===== src/rtl/md_sched.sv =====
// md_sched: multiply/divide scheduler for the EX stage.
// It runs MULT/MULTU/DIV/DIVU on one shared iterative datapath, one bit
// per cycle (32 iterations). EX is held while an operation is in flight,
// and a single HI/LO write strobe is raised on completion.
module md_sched (
    input  logic        clk,
    input  logic        rst,
    input  logic [5:0]  stall,
    input  logic        flush,
    input  logic        op_valid,
    input  logic [1:0]  op_code,
    input  logic [31:0] src_a,
    input  logic [31:0] src_b,
    output logic        stallreq_ex,
    output logic        busy,
    output logic        hilo_we,
    output logic [31:0] hi_wdata,
    output logic [31:0] lo_wdata
);

    typedef enum logic [1:0] {
        IDLE = 2'b00,
        RUN  = 2'b01,
        DONE = 2'b10
    } state_t;

    state_t      state_r;
    state_t      state_nxt_s;
    logic [5:0]  cnt_r;
    logic [63:0] acc_r;        // mul: {partial HI, multiplier}; div: {remainder, quotient}
    logic [31:0] opb_r;        // multiplicand magnitude or divisor magnitude
    logic [31:0] src_a_raw_r;  // dividend as issued, returned unchanged on divide by zero
    logic        is_div_r;
    logic        sign_a_r;     // operand sign bits, already forced to 0 for unsigned ops
    logic        sign_b_r;
    logic        div_zero_r;

    logic        accept_s;
    logic        is_signed_s;
    logic [31:0] mag_a_s;
    logic [31:0] mag_b_s;
    logic [32:0] mul_sum_s;
    logic [32:0] div_rem_s;
    logic [32:0] div_diff_s;
    logic        div_ge_s;
    logic [63:0] acc_nxt_s;
    logic [31:0] fix_hi_s;
    logic [31:0] fix_lo_s;
    logic        stall_req_s;
    logic        hilo_we_s;

    // Magnitude of a 32-bit operand; only negated for signed ops.
    function automatic logic [31:0] mag32(input logic [31:0] val, input logic signed_en);
        if (signed_en && val[31]) begin
            mag32 = (~val) + 32'd1;
        end else begin
            mag32 = val;
        end
    endfunction

    // Two's-complement negation helpers used by the sign fixup.
    function automatic logic [31:0] neg32(input logic [31:0] val);
        neg32 = (~val) + 32'd1;
    endfunction

    function automatic logic [63:0] neg64(input logic [63:0] val);
        neg64 = (~val) + 64'd1;
    endfunction

    assign accept_s    = (state_r == IDLE) && op_valid && !flush;
    assign is_signed_s = ~op_code[0];
    assign mag_a_s     = mag32(src_a, is_signed_s);
    assign mag_b_s     = mag32(src_b, is_signed_s);

    // One datapath iteration: shift-add for multiply, restoring shift-subtract for divide.
    always_comb begin
        mul_sum_s  = {1'b0, acc_r[63:32]} + (acc_r[0] ? {1'b0, opb_r} : 33'd0);
        div_rem_s  = acc_r[63:31];
        div_diff_s = div_rem_s - {1'b0, opb_r};
        div_ge_s   = (div_rem_s >= {1'b0, opb_r});
        acc_nxt_s  = acc_r;
        if (is_div_r) begin
            if (div_ge_s) begin
                acc_nxt_s = {div_diff_s[31:0], acc_r[30:0], 1'b1};
            end else begin
                acc_nxt_s = {div_rem_s[31:0], acc_r[30:0], 1'b0};
            end
        end else begin
            acc_nxt_s = {mul_sum_s, acc_r[31:1]};
        end
    end

    // Sign fixup and divide-by-zero substitution on the raw unsigned result.
    always_comb begin
        fix_hi_s = 32'd0;
        fix_lo_s = 32'd0;
        if (!is_div_r) begin
            if (sign_a_r ^ sign_b_r) begin
                {fix_hi_s, fix_lo_s} = neg64(acc_r);
            end else begin
                {fix_hi_s, fix_lo_s} = acc_r;
            end
        end else if (div_zero_r) begin
            fix_hi_s = src_a_raw_r;
            fix_lo_s = 32'hFFFF_FFFF;
        end else begin
            if (sign_a_r ^ sign_b_r) begin
                fix_lo_s = neg32(acc_r[31:0]);
            end else begin
                fix_lo_s = acc_r[31:0];
            end
            if (sign_a_r) begin
                fix_hi_s = neg32(acc_r[63:32]);
            end else begin
                fix_hi_s = acc_r[63:32];
            end
        end
    end

    // Next-state and output decode; flush wins over everything else.
    always_comb begin
        state_nxt_s = state_r;
        stall_req_s = 1'b0;
        hilo_we_s   = 1'b0;
        hi_wdata    = 32'd0;
        lo_wdata    = 32'd0;
        case (state_r)
            IDLE: begin
                if (flush) begin
                    state_nxt_s = IDLE;
                end else if (op_valid) begin
                    state_nxt_s = RUN;
                    stall_req_s = 1'b1;
                end else begin
                    state_nxt_s = IDLE;
                end
            end
            RUN: begin
                if (flush) begin
                    state_nxt_s = IDLE;
                end else begin
                    stall_req_s = 1'b1;
                    if (cnt_r == 6'd31) begin
                        state_nxt_s = DONE;
                    end else begin
                        state_nxt_s = RUN;
                    end
                end
            end
            DONE: begin
                hi_wdata = fix_hi_s;
                lo_wdata = fix_lo_s;
                if (flush) begin
                    state_nxt_s = IDLE;
                end else if (!stall[3]) begin
                    hilo_we_s   = 1'b1;
                    state_nxt_s = IDLE;
                end else begin
                    state_nxt_s = DONE;
                end
            end
            default: begin
                state_nxt_s = IDLE;
            end
        endcase
    end

    // A reset cycle never requests a stall nor commits a write.
    assign stallreq_ex = stall_req_s & ~rst;
    assign hilo_we     = hilo_we_s & ~rst;
    assign busy        = (state_r != IDLE);

    // State register.
    always_ff @(posedge clk) begin
        if (rst) begin
            state_r <= IDLE;
        end else begin
            state_r <= state_nxt_s;
        end
    end

    // Operand capture at acceptance and per-cycle datapath/counter update.
    always_ff @(posedge clk) begin
        if (rst) begin
            cnt_r       <= 6'd0;
            acc_r       <= 64'd0;
            opb_r       <= 32'd0;
            src_a_raw_r <= 32'd0;
            is_div_r    <= 1'b0;
            sign_a_r    <= 1'b0;
            sign_b_r    <= 1'b0;
            div_zero_r  <= 1'b0;
        end else if (accept_s) begin
            cnt_r       <= 6'd0;
            is_div_r    <= op_code[1];
            sign_a_r    <= src_a[31] & is_signed_s;
            sign_b_r    <= src_b[31] & is_signed_s;
            div_zero_r  <= op_code[1] && (src_b == 32'd0);
            src_a_raw_r <= src_a;
            if (op_code[1]) begin
                acc_r <= {32'd0, mag_a_s};
                opb_r <= mag_b_s;
            end else begin
                acc_r <= {32'd0, mag_b_s};
                opb_r <= mag_a_s;
            end
        end else if ((state_r == RUN) && !flush) begin
            acc_r <= acc_nxt_s;
            cnt_r <= cnt_r + 6'd1;
        end
    end

endmodule


===== config.mk =====
export PLATFORM = sky130hd
export DESIGN_NAME = md_sched
export DESIGN_NICKNAME = d
export VERILOG_FILES = /design/src/rtl/md_sched.sv
export SDC_FILE = /design/constraint.sdc
export NUM_CORES = 1
export LEC_CHECK = 0
export ABC_AREA = 1
export ABC_CLOCK_PERIOD_IN_PS = 2900
export BUFFER_PORTS_ARGS = -buffer_cell sky130_fd_sc_hd__buf_2
export CORE_MARGIN = 10
export CORE_UTILIZATION = 34
export DETAILED_ROUTE_END_ITERATION = 12
export PLACE_DENSITY_LB_ADDON = 0.2
export SYNTH_ARGS = -nofsm -noshare
export SYNTH_HDL_FRONTEND = slang
export SYNTH_SLANG_ARGS = --single-unit

===== constraint.sdc =====
create_clock -name clk -period 2.9 [get_ports clk]
set_clock_uncertainty 0.2 [all_clocks]
set_input_delay 0.435 -clock clk [delete_from_list [all_inputs] [get_ports clk]]
set_output_delay 0.435 -clock clk [all_outputs]
set_load 0.02 [all_outputs]

## Word level (Yosys, flattened, before mapping)

Index checks and enable logic that the tools add are counted.

- Add/sub/neg operators: 8
- Multiply operators: 0
- Div/mod/pow operators: 0
- Magnitude comparators: 1
- Equal/unequal tests: 3
- Shift-type cells: 0
- Mux-type cells: 33
- Bitwise logic cells: 12
- Reductions and logical operators: 12

Operators with widths:

| kind | count |
|---|---|
| 2-to-1 mux 32 bit | 15 |
| 2-to-1 mux 64 bit | 4 |
| adder 32 x 1 -> 32 bit (second input constant) | 4 |
| NOT 32 bit | 4 |
| adder 64 x 1 -> 64 bit (second input constant) | 1 |
| NOT 64 bit | 1 |
| adder 32 x 32 -> 33 bit | 1 |
| >= comparator 33 x 32 -> 1 bit | 1 |
| zero test 32 bit | 1 |
| subtractor 32 bit | 1 |
| 2-to-1 mux 1 bit | 8 |
| 2-to-1 mux 2 bit | 4 |
| adder 6 x 1 -> 6 bit (second input constant) | 1 |
| equality test 6 x 5 -> 1 bit (second input constant) | 1 |
| logical AND 1 bit | 6 |
| case mux 2 bit (3 select lines) | 1 |
| AND 1 bit | 4 |
| nonzero test 2 bit | 2 |
| equality test 2 x 1 -> 1 bit (second input constant) | 1 |
| equality test 2 bit (second input constant) | 1 |
| zero test 2 bit | 1 |
| NOT 1 bit | 2 |
| case mux 1 bit (2 select lines) | 1 |
| OR reduction 2 bit | 1 |
| 2 further kinds | 2 |

- Bits in registers: 140
- Latch bits: 0
- Bits in writable memories: 0
- Bits in read-only memories: 0
- Input port bits: 76
- Output and inout port bits: 67
- Word-level logic and storage cells: 78
- Memories kept: 0

## Longest topological paths before layout

- Depth after elaboration: 6
- Depth in mapped cells: 20
- Depth with buffers taken out: 18

## Worst setup path after synthesis

No wires, ideal clock.

- Path type: reg2out
- Start: register acc_r[0]
- End: output port hi_wdata[8]
- Data arrival time: 2.076 ns
- Data required time: 2.265 ns
- Setup slack: 0.189 ns
- Stages on the path, launching flop included: 13
- Path buffers: 1
- Cell sequence: dfxtp_1 -> buf_2 -> inv_2 -> ha_1 -> nand2_1 -> nor2_1 -> nand2_1 -> nor2_1 -> nand2_1 -> o31ai_4 -> o21ai_0 -> xor2_1 -> a21oi_1

- Word-level cells in the longest chain between the ends: 5

Ends and longest elaborated chain:

| item | line | text |
|---|---|---|
| from (decl) | 30 | `logic [63:0] acc_r;` |
| from (signal assigned) | 201 | `acc_r <= {32'd0, mag_a_s};` |
| from (signal assigned) | 204 | `acc_r <= {32'd0, mag_b_s};` |
| from (signal assigned) | 208 | `acc_r <= acc_nxt_s;` |
| NOT 64 bit | 67 | `neg64 = (~val) + 64'd1;` |
| adder 64 x 1 -> 64 bit | 67 |  |
| 2-to-1 mux 32 bit | 98 | `if (sign_a_r ^ sign_b_r) begin` |
| 2-to-1 mux 32 bit | 97 | `if (!is_div_r) begin` |
| 2-to-1 mux 32 bit | 127 | `case (state_r)` |
| to (decl) | 17 | `output logic [31:0] hi_wdata,` |

Every way passes these cells.

## Worst setup path in the final report

- Start: register acc_r[1]
- End: output port hi_wdata[20]

The elaborated chain is that of the path after synthesis.

==> results.txt <==
status -> finished, violations left
failing checks -> setup timing
Netlist cell types -> 53
vias in the first global route -> 20,100
Die ar. -> 60,100 µm²
DP Cell Count -> 4,207
asr flop ratio synth -> 0%
largest net degree at the start of global routing -> 68
Hold Vio Cnt, Final -> 0
syn_area_per_cell -> 5.34 µm²
slew at the pin closest to its max-slew limit -> 839 ps
min-delay src -> stall[3]
Die X -> 245 µm
Port Buffers -> 137
Core Rows -> 82
via count -> 22,500
hpwl dp -> 68.8 mm
worst setup path class -> reg -> out
Placer Congestion -> 1.00
Worst Setup End Kind -> primary output
Final ANT Viol Nets -> 0
area leader, netlist -> nand2_1
CORE AREA -> 50,200 µm²
Post-synth EDFFs -> 0
Routed WL per cell -> 20.3 µm
fin crit share -> 115%
Max clock buf depth -> 2
ys flop type -> dfxtp_1
Post-Syn Area -> 17,200 µm²
area delta synth->final -> 33.9%
register area -> 2860 µm²
Mapped Nets -> 3,371
multi-input combinational cell area -> 13,300 µm²
CP Max Fanout -> 5
Post-Synthesis Cells -> 3,224
worst hold slack -> 46.9 ps
r2r startpoint -> acc_r[39]$_SDFFE_PP0P_
WL final -> 86.6 mm
most frequent cells in the layout -> nand2_1 (952), inv_1 (468), buf_4 (313)
leading cell type in the layout, fill and taps excluded -> nand2_1
Post-Place Worst Slack -> -35.6 ps
Placed Area -> 20,700 µm²
final instance area -> 23,100 µm²
Final min period -> 3340 ps
Top Ports -> 143
Ys Warns -> 0
fillers -> 5,418
final worst slack -> -436 ps
Starting Density -> 34.3%
CP Data Arrival Time -> 2700 ps
Cell Count, Final, Fillers Out -> 4,262
initial antenna violation count -> 3
sequential-to-total area share from yosys stat -> 16.3%
Achievable Freq -> 300 MHz
Lkg Pwr -> 0.0119 µW
Power per Cell Area -> 356 nW/µm²
Pwr Total -> 8210 µW
Final Max Tran Viols -> 0
unrepaired setup endpoints after global routing -> yes
max-cap violations -> 0
H-tree depth -> 4
root buffer cell -> clkbuf_16
die height -> 245 µm
Peak VDD IR -> 506 µV
share of cells above drive strength 1 -> 23.2%
total CTS buffers -> 17
relative slew slack -> 44.1%
clock sinks -> 140
first-pass iteration count of the detailed router -> 6
1st-iter DRT viols -> 2,389
worst endpoint required time -> 2270 ps
GR Overflow Total -> 0
Tot GR Track Use -> 27.6%
Synth area leaders -> nand2_1 (22%), dfxtp_1 (16%), inv_1 (11%)
Reg clk slew, reported paths -> 70 ps
Synth top area share -> 21.8%
type of the tightest min-delay check -> in -> reg
NumNets Final -> 3,723
via/cell ratio -> 5.28
Setup crit start -> acc_r[1]$_SDFFE_PP0P_
first-pass GRT wire length -> 127 mm
final setup vio count -> 49
Post-route DRC -> 0
Clock Latency Late Sink -> 480 ps
CTS tree -> built
Seq cells post-synth -> 140
Worst setup SP type -> flop
==> timing repair <==
action                                  4_1_cts  5_1_grt
resized for setup                           229      239
endpoints found under the setup margin       58       90
buffers inserted                              9       14
gates cloned                                  1        1
hold buffers                                  0        0
pin swaps                                    46       66
==> registers in the layout, summed over array words and instances, names as in the netlist <==
register     count
cnt_r            6
state_r          2
opb_r           32
sign_b_r         1
is_div_r         1
acc_r           64
src_a_raw_r     32
sign_a_r         1
div_zero_r       1
==> cells by family (layout without fill, tap and decap cells) <==
family	count (synthesis)	after routing	share of synthesized area, %
DFF	140	140	16.3
buffers and inverters	628	993	14.0
AOI/OAI and AO/OA	540	540	17.4
and+or+nand+nor	1746	1746	42.1
adders and majority gates	71	71	5.24
other	0	1	0
xor gates and xnor gates	99	99	5.08
==> Yosys cell counts (2+ instances only) <==
cell type  instances
or2_2              8
fa_1               2
nand2_4            2
inv_1            487
a21oi_1          221
o211ai_2           2
o31ai_1            6
xnor2_1            8
nand3b_1          11
clkbuf_2           2
nand2_2            8
xor2_1            90
buf_6              3
o211ai_1          37
a21oi_2            4
dfxtp_1          140
nor4_1             5
o22ai_1            2
o21ai_2            2
nor2_1           349
nor3b_1            3
clkinv_1           4
ha_1              69
buf_1             14
a22oi_1           10
nor3_1            45
nand4_1           43
o221ai_1           2
o21bai_1          11
o21ai_1            5
o21a_1             2
nand2_1          999
o21ai_0          195
inv_2             13
a31oi_1           34
nor2_4             4
nor2_2             7
clkbuf_1          89
nor3_2             2
nand3_1          255
a21boi_0           3
buf_2             15
==> worst max-delay path, stage by stage, from the launching register on <==
cell,delay (ps)
dfxtp_2,320
inv_2,70
ha_4,150
nand2_4,50
nor2_4,130
buf_6,120
clkinvlp_4,190
buf_6,190
nor4_4,190
nand2_1,150
xor2_1,180
nand2_1,60
o21ai_1,70
a21oi_2,190
buf_6,140
==> final timing paths <==
path,to,slack [ps],cells past startpoint
setup / recovery,hi_wdata[20],-440,14
hold / removal,state_r[1]$_SDFF_PP0_,50,3
setup reg to reg,acc_r[45]$_SDFFE_PP0P_,90,17
hold reg to reg,cnt_r[5]$_SDFFE_PP0P_,280,2
==> power breakdown <==
part           switching [µW]  leakage [µW]  internal, µW
logic                    2350        0.0104          1350
registers                 129       0.00116          2030
clock network            1120      0.000288          1230
total                    3600        0.0119          4610
==> layer usage <==
layer	global-route usage [%]	wire length [µm]
met1	37.1	36800
met2	41.4	36900
met3	5.97	8540
met4	12.8	4330
met5	0	25
==> stage by stage <==
stage	TNS, ps	utilization [%]
final	-11340	46.0
after global routing	-17020	46.0
after CTS	-11110	44.0
after detailed placement	-165	41.3
after global placement	-135	41.3
after floorplan	0	-
==> layout make-up <==
type | count | area share, %
multi-input combinational | 2456 | 57.5
clock buffer | 17 | 1.84
inverter | 504 | 8.26
clock inverter | 15 | 0.759
antenna | 1 | 0.0108
sequential | 140 | 12.4
timing repair buffer | 457 | 15.6
tap | 672 | 3.64
Power figures use the tool's default switching activity.
